==> config.mk <==
export PLATFORM = sky130hd
export DESIGN_NAME = mac3_stream
export DESIGN_NICKNAME = d
export VERILOG_FILES = /design/src/rtl/mac3_pkg.sv /design/src/rtl/mac3_fifo.sv /design/src/rtl/mac3_stream.sv
export SDC_FILE = /design/constraint.sdc
export NUM_CORES = 2
export LEC_CHECK = 0
export ABC_CLOCK_PERIOD_IN_PS = 14900
export BUFFER_PORTS_ARGS = -buffer_cell sky130_fd_sc_hd__buf_2
export CORE_MARGIN = 2
export CORE_UTILIZATION = 30
export DETAILED_ROUTE_END_ITERATION = 10
export PLACE_DENSITY_LB_ADDON = 0.3
export SETUP_SLACK_MARGIN = 0.2
export SYNTH_ARGS = -nofsm -noshare
export SYNTH_HDL_FRONTEND = slang
export SYNTH_SLANG_ARGS = --single-unit
==> constraint.sdc <==
create_clock -name clk -period 14.9 [get_ports clk]
set_clock_uncertainty 0.1 [all_clocks]
set_input_delay 0.745 -clock clk [delete_from_list [all_inputs] [get_ports clk]]
set_output_delay 0.745 -clock clk [all_outputs]
set_load 0.01 [all_outputs]
==> src/rtl/mac3_pkg.sv <==
// Shared defaults and data types for the mac3_stream block.
// The RTL modules take their own parameters. These types match the default widths.
package mac3_pkg;

  localparam int W     = 32;
  localparam int DEPTH = 4;
  localparam int CW    = 8;

  typedef logic [W-1:0]             data_t;
  typedef logic [2*W-1:0]           prod_t;
  typedef logic [$clog2(DEPTH):0]   ptr_t;

endpackage

==> src/rtl/mac3_fifo.sv <==
// Synchronous result FIFO. Each pointer carries one extra wrap bit,
// which lets the FIFO tell full from empty.
module mac3_fifo #(
  parameter int W     = 32,
  parameter int DEPTH = 4
) (
  input  logic         clk,
  input  logic         rst_,
  input  logic         push,
  input  logic [W-1:0] push_data,
  input  logic         pop,
  output logic [W-1:0] head,
  output logic         empty,
  output logic         full
);

  localparam int AW = $clog2(DEPTH);
  typedef logic [AW:0] fptr_t;

  logic [W-1:0] mem_q [DEPTH];
  fptr_t        wr_ptr_q, wr_ptr_d;
  fptr_t        rd_ptr_q, rd_ptr_d;
  logic         do_push, do_pop;

  assign empty   = (wr_ptr_q == rd_ptr_q);
  assign full    = (wr_ptr_q[AW] != rd_ptr_q[AW]) &&
                   (wr_ptr_q[AW-1:0] == rd_ptr_q[AW-1:0]);
  assign do_pop  = pop && !empty;
  // A push into a full FIFO is accepted when a pop frees a slot in the same cycle.
  assign do_push = push && (!full || do_pop);

  always_comb begin
    wr_ptr_d = wr_ptr_q;
    rd_ptr_d = rd_ptr_q;
    if (do_push) wr_ptr_d = wr_ptr_q + fptr_t'(1);
    if (do_pop)  rd_ptr_d = rd_ptr_q + fptr_t'(1);
  end

  // NOTE: sequential state uses non-blocking assignments so that every flop samples pre-edge values.
  always_ff @(posedge clk) begin
    if (!rst_) begin
      wr_ptr_q <= '0;
      rd_ptr_q <= '0;
    end else begin
      wr_ptr_q <= wr_ptr_d;
      rd_ptr_q <= rd_ptr_d;
    end
  end

  // NOTE: storage is deliberately not reset; the pointers alone define which entries are valid.
  always_ff @(posedge clk) begin
    if (do_push) mem_q[wr_ptr_q[AW-1:0]] <= push_data;
  end

  assign head = empty ? '0 : mem_q[rd_ptr_q[AW-1:0]];

endmodule

==> src/rtl/mac3_stream.sv <==
// Sliding three-sample multiply-accumulate (s2*s1 + data_in) over runs of valid input.
// Results are queued in an output FIFO, and any result dropped on overflow is counted.
module mac3_stream #(
  parameter int W     = mac3_pkg::W,
  parameter int DEPTH = mac3_pkg::DEPTH,
  parameter int CW    = mac3_pkg::CW
) (
  input  logic          clk,
  input  logic          rst_,
  input  logic          validi,
  input  logic [W-1:0]  data_in,
  input  logic          ready_i,
  output logic          valido,
  output logic [W-1:0]  data_out,
  output logic          overflow,
  output logic [CW-1:0] drop_cnt
);

  typedef logic [W-1:0]   word_t;
  typedef logic [2*W-1:0] wide_t;

  logic [1:0]    run_q, run_d;
  word_t         s1_q, s1_d, s2_q, s2_d;
  logic          overflow_q, overflow_d;
  logic [CW-1:0] drop_cnt_q, drop_cnt_d;
  logic          fire, pop, drop;
  word_t         res;
  logic          fifo_empty, fifo_full;

  assign pop = !fifo_empty && ready_i;

  // NOTE: every always_comb output gets a default first, so no latches are inferred.
  always_comb begin
    run_d      = 2'd0;
    s1_d       = s1_q;
    s2_d       = s2_q;
    overflow_d = overflow_q;
    drop_cnt_d = drop_cnt_q;
    fire       = validi && (run_q == 2'd2);
    // The full-width product is truncated only after the add.
    res        = word_t'(wide_t'(s2_q) * wide_t'(s1_q) + wide_t'(data_in));
    drop       = fire && fifo_full && !pop;
    if (validi) begin
      run_d = (run_q == 2'd2) ? 2'd2 : run_q + 2'd1;
      s2_d  = s1_q;
      s1_d  = data_in;
    end
    if (drop) begin
      overflow_d = 1'b1;
      if (drop_cnt_q != '1) drop_cnt_d = drop_cnt_q + CW'(1);
    end
  end

  always_ff @(posedge clk) begin
    if (!rst_) begin
      run_q      <= 2'd0;
      s1_q       <= '0;
      s2_q       <= '0;
      overflow_q <= 1'b0;
      drop_cnt_q <= '0;
    end else begin
      run_q      <= run_d;
      s1_q       <= s1_d;
      s2_q       <= s2_d;
      overflow_q <= overflow_d;
      drop_cnt_q <= drop_cnt_d;
    end
  end

  mac3_fifo #(.W(W), .DEPTH(DEPTH)) u_fifo (
    .clk       (clk),
    .rst_      (rst_),
    .push      (fire),
    .push_data (res),
    .pop       (pop),
    .head      (data_out),
    .empty     (fifo_empty),
    .full      (fifo_full)
  );

  assign valido   = !fifo_empty;
  assign overflow = overflow_q;
  assign drop_cnt = drop_cnt_q;

endmodule

After elaboration in Yosys (flattened, before gate mapping)
Memory sizes are Yosys's and may differ from the RTL's. A register that Yosys moved wholly into a read port is not among the register bits.
Cells that the tools add are included.

word-level totals
  input bits = 36
  word-level logic and storage cells = 42
  memories = 1
  flip-flop bits (word level) = 81
  RAM bits = 128

cells by class
  multiplexer cells = 6
  $mul = 1
  bitwise logic cells = 2
  reduce and logical (&&, ||, !) cells = 14
  add/sub/neg operators = 5
  eq/ne operators = 5

memories
  memory        words  bits a word  read ports  clocked after memory_dff  wr ports  RTL line         text
  u_fifo.mem_q  4      32           1           1                         1         mac3_fifo.sv:20  logic [W-1:0] mem_q [DEPTH];

operators by type and width
  operator                                      count
  adder 32 bit                                  1
  multiplier 32 x 32 -> 32 bit                  1
  two-way mux 32 bit                            1
  adder 8 x 1 -> 8 bit, second input constant   1
  inequality test 8 bit, second input constant  1
  logical AND 1 bit                             7
  adder 3 x 1 -> 3 bit, second input constant   2
  two-way mux 2 bit                             3
  AND reduction 2 bit                           2
  equality test 3 bit                           1
  zero test 1 bit                               3
  OR reduction 3 bit                            1
  adder 2 x 1 -> 2 bit, second input constant   1
  equality test 2 bit                           1
  equality test 2 bit, second input constant    1
  two-way mux 1 bit                             2
  NOT 1 bit                                     2
  logical OR 1 bit                              1
  inequality test 1 bit                         1

Depth between registers and ports, before layout
  word-level depth = 8
  mapped depth = 27
  depth with buffers taken out = 25

Modules after synthesis
A second synthesis with hierarchy kept.

second synthesis, totals
  cell total of the unflattened synthesis = 2416
  area total of the unflattened synthesis = 25020.2 um2

by module, submodules not included
  module       cells each  area an instance (um2)  sequential area each (um2)  times used
  mac3_stream  2161        19715.2                 1501.4                      1
  mac3_fifo    255         5305.1                  4003.8                      1

Worst setup path before layout
OpenSTA, ideal clock, no wires.

  kind = reg2reg
  start = register s2_q[14]
  end = memory u_fifo.mem_q[0][26], data pin
  arrival time = 6.602 ns
  stages on the path, launching flop included = 26
  buffers on the path = 2
  clock period less this slack = 6.975 ns
  path slack = 7.925 ns
  data required time = 14.527 ns
  library setup time = 0.273 ns
  path through = dfxtp_1 > clkbuf_1 > clkbuf_1 > and2_1 > fa_1 > fa_1 > fa_1 > inv_1 > fa_1 > inv_1 > fa_1 > inv_1 > fa_1 > inv_1 > fa_1 > inv_1 > fa_1 > inv_1 > ha_1 > and4_1 > and2_1 > a22oi_1 > o31ai_2 > o41ai_2 > o21bai_1 > xor2_1

between the ends
  longest elaborated chain between the ends = 2

ends and longest elaborated chain
  element                       RTL line           text
  start: declaration            mac3_stream.sv:23  word_t s1_q, s1_d, s2_q, s2_d;
  start signal: assignment      mac3_stream.sv:58  s2_q <= '0;
  start signal: assignment      mac3_stream.sv:64  s2_q <= s2_d;
  multiplier 32 x 32 -> 32 bit  mac3_stream.sv:41  res = word_t'(wide_t'(s2_q) * wide_t'(s1_q) + wide_t'(data_in));
  adder 32 bit                  mac3_stream.sv:41
  via res[26]                   mac3_stream.sv:27  word_t res;
  end: declaration              mac3_fifo.sv:20

The timed path passes the listed nets, and every way through them passes these cells.

Final worst setup path
  start = register s1_q[8]
  end = memory u_fifo.mem_q[1][26], data pin

between the ends
  longest elaborated chain between the ends = 2

ends and longest elaborated chain
  element                       RTL line           text
  start: declaration            mac3_stream.sv:23
  start signal: assignment      mac3_stream.sv:57  s1_q <= '0;
  start signal: assignment      mac3_stream.sv:63  s1_q <= s1_d;
  multiplier 32 x 32 -> 32 bit  mac3_stream.sv:41
  adder 32 bit                  mac3_stream.sv:41
  via res[26]                   mac3_stream.sv:27

The timed path passes the listed nets, and every way through them passes these cells.

==> impl_metrics.env <==
export IMPL_status="completed"
export IMPL_ff2ff_setup_slack_ns=7.06
export IMPL_max_cap_viol_count=0
export IMPL_fp_dieW_um=293
export IMPL_rows=105
export IMPL_cp_arrival_ns=8.02
export IMPL_io_pins=78
export IMPL_multiInputGateArea_sq_um=17100
export IMPL_reg2regPathDepth=22
export IMPL_insertion_delay_ns=0.57
export IMPL_post_route_min_period_ns=7.84
export IMPL_fillCellCount=8366
export IMPL_antenna_found_initial=1
export IMPL_total_leakage_power_uw=0.0123
export IMPL_post_cts_setup_buffers=0
export IMPL_route_detailed_drc=0
export IMPL_routabilityCongestion=0.850
export IMPL_detail_route_iter0_violations=893
export IMPL_worstHoldPathType="flop to flop"
export IMPL_cts_tree="built"
export IMPL_h_tree_depth=1
export IMPL_synth_distinct_cells=65
export IMPL_busiest_layer="met2"
export IMPL_numClockSinks=211
export IMPL_rsz0062_at_grt="no"
export IMPL_cts_hold_buf=0
export IMPL_syn_num_nets=3012
export IMPL_wl_per_cell_um=19.0
export IMPL_end_kind="flop"
export IMPL_met1_usage_pct=20.6
export IMPL_p_per_area_nw_per_um2=66.8
export IMPL_cp_endpoint="u_fifo.mem_q[1][26]"
export IMPL_place_detailed_hpwl_um=50400
export IMPL_pre_cts_slack_ns=7.11
export IMPL_tightestPinTransition_ns=1.12
export IMPL_regToRegEndpoint="u_fifo.mem_q[1][26]"
export IMPL_area_growth_pct=9.13
export IMPL_cts_repair_resized=0
export IMPL_synth_common_cells="inv_1, fa_1, and2_1, nand2_1, ha_1"
export IMPL_ff_latch_area_sq_um=5510
export IMPL_drive_gt1_share_pct=8.22
export IMPL_drt_total_wl_um=66700
export IMPL_worstSetupPathType="flop to flop"
export IMPL_start_kind="flop"
export IMPL_met3_usage_pct=2.52
export IMPL_ant_nets=0
export IMPL_initial_utilization_pct=30.4
export IMPL_synth_edf_count=128
export IMPL_clk_pin_slew_worst_paths_ns=0.07
export IMPL_finalSetupTns_ns=0
export IMPL_setup_viol=0
export IMPL_async_flop_share_pct=0
export IMPL_seq_area_frac_synth_pct=22.0
export IMPL_netlist_area_sq_um=25000
export IMPL_fmax_mhz=128
export IMPL_gr_total_overflow=0
export IMPL_fp_coreArea_sq_um=82200
export IMPL_viasPerCell=4.59
export IMPL_ys_ff_latch=211
export IMPL_p_seq_share_pct=39.0
export IMPL_port_buffers=77
export IMPL_yosysMostFrequentCell="inv_1"
export IMPL_timing_rr_start="s1_q[8]"
export IMPL_yosys_area_top_type="fa_1"
export IMPL_p_sw_share_pct=33.2
export IMPL_die_h_um=293
export IMPL_grt_pass1_vias=18100
export IMPL_relSlewSlack_pct=25.1
export IMPL_startpoint="s1_q[8]"
export IMPL_clockRootBuffer="clkbuf_16"
export IMPL_finalHoldViolCount=0
export IMPL_crit_required_ns=15.08
export IMPL_grt_usage_pct=16.3
export IMPL_die_area_sq_um=85600
export IMPL_synth_cells=2407
export IMPL_synth_warnings=0
export IMPL_cts_inserted_buffers=26
export IMPL_ir_drop_mv=0.0793
export IMPL_grt_max_degree=82
export IMPL_vias=16100
export IMPL_fin_ws_ns=7.06
export IMPL_synth_top_cell_area_share_pct=35.1
export IMPL_cp_max_fo=26
export IMPL_p_clk_share_pct=33.7
export IMPL_synth_area_top_cells="fa_1, edfxtp_1, inv_1, and2_1, dfxtp_1"
export IMPL_use_met2_pct=28.5
export IMPL_pwr_share_comb_pct=27.3
export IMPL_hold_start="run_q[0]"
export IMPL_syn_avg_cell_area_sq_um=10.4
export IMPL_power_switching_uw=606
export IMPL_synth_ff_type="edfxtp_1"
export IMPL_grt_first_pass_wirelength_um=107000
export IMPL_maxSlewViolCount=0
export IMPL_intPower_uw=1220
export IMPL_nets=3022
export IMPL_fin_crit_sh_pct=52.6
export IMPL_drtPass1Iterations=5
export IMPL_cts_buffer_depth=3
[through the flow]
stage          utilization [%]  power [uW]  hold WS (ns)  area (sq um)  std cells
4_1_cts                   33.2        1850         0.321         27300       3503
3_3_place_gp              32.2        1210         0.308         26500       3459
6_report                  33.2        1820         0.320         27300       3505
2_1_floorplan                -        1060         0.300         25000       2407
5_1_grt                   33.2        1930         0.337         27300       3504
3_5_place_dp              32.2        1220         0.313         26500       3459
[worst min path at each step]
stage	to	slack, ns	cells past startpoint
2_1_floorplan	run_q[0]	0.30	1
3_3_place_gp	run_q[0]	0.31	1
3_5_place_dp	run_q[0]	0.31	1
4_1_cts	run_q[0]	0.32	1
5_1_grt	run_q[0]	0.34	1
6_report	run_q[0]	0.32	1
[layout make-up]
cell class,instances,share of cell area (%)
antenna,2,0.0184
timing repair buffer,108,2.28
sequential,211,20.2
inverter,513,7.06
clock buffer,35,2.63
clock inverter,9,0.317
tap,1070,4.91
multi-input combinational,1557,62.6
[flip-flops by register name (all words and copies together), names as in the netlist, named ones only]
name and cells:
u_fifo.mem_q 128, s2_q 32, overflow 1, drop_cnt 8, u_fifo.wr_ptr_q 3, u_fifo.rd_ptr_q 3, run_q 2, s1_q 32
[routing by layer]
| layer | up-vias | share of wire, % |
|---|---|---|
| li1 | 7225 | - |
| met1 | 8392 | 42 |
| met2 | 357 | 50 |
| met3 | 99 | 4.6 |
| met4 | 0 | 3.4 |
| met5 | - | 0 |
[power by group through the flow]
stage | Sequential (uW) | Combinational [uW] | Clock (uW)
after global placement | 721 | 489 | 0
after CTS | 709 | 505 | 635
after global routing | 712 | 565 | 656
final | 710 | 498 | 614
after floorplan | 692 | 363 | 0
after detailed placement | 722 | 502 | 0
[placed cells by master (no fill, tap or decap), types with 3 or more instances in the layout]
master,count
xnor2_1,75
or3_1,3
o21a_1,6
xor2_1,18
nand4_1,4
buf_4,32
inv_1,513
a31oi_1,4
nor3_1,8
buf_2,76
nand2_1,254
mux4_2,32
ha_1,131
fa_1,438
edfxtp_1,128
clkbuf_16,27
o21ai_0,11
nor2b_1,104
nand3_1,7
nor2_1,16
and2_1,304
a21o_1,4
o21bai_1,4
nand2b_1,3
mux2i_1,67
o21ai_1,3
a21oi_1,21
dfxtp_2,4
dfxtp_1,79
clkbuf_1,6
[worst max-delay path, stage by stage, from the launching register on]
cell	delay [ns]
dfxtp_1	1.06
nand2_1	0.18
fa_1	0.47
inv_1	0.07
fa_1	0.48
fa_1	0.53
inv_1	0.05
fa_1	0.50
inv_1	0.06
fa_1	0.48
fa_1	0.45
fa_1	0.51
inv_1	0.05
fa_1	0.48
inv_1	0.04
ha_1	0.33
a21oi_1	0.27
o21ai_0	0.18
a22oi_1	0.25
o31ai_2	0.15
o41ai_2	0.52
o21bai_1	0.14
xor2_1	0.20
[cells by family after synthesis]
logic type	count (synthesis)	synth area share (%)
buf+inv	639	9.68
fa+ha+maj	569	41.7
simple gates	718	15.4
xor+xnor	94	3.35
mux	99	5.57
compound gates	77	2.29
flops	211	22.0
Note: power is estimated with default switching activity, not from simulation.
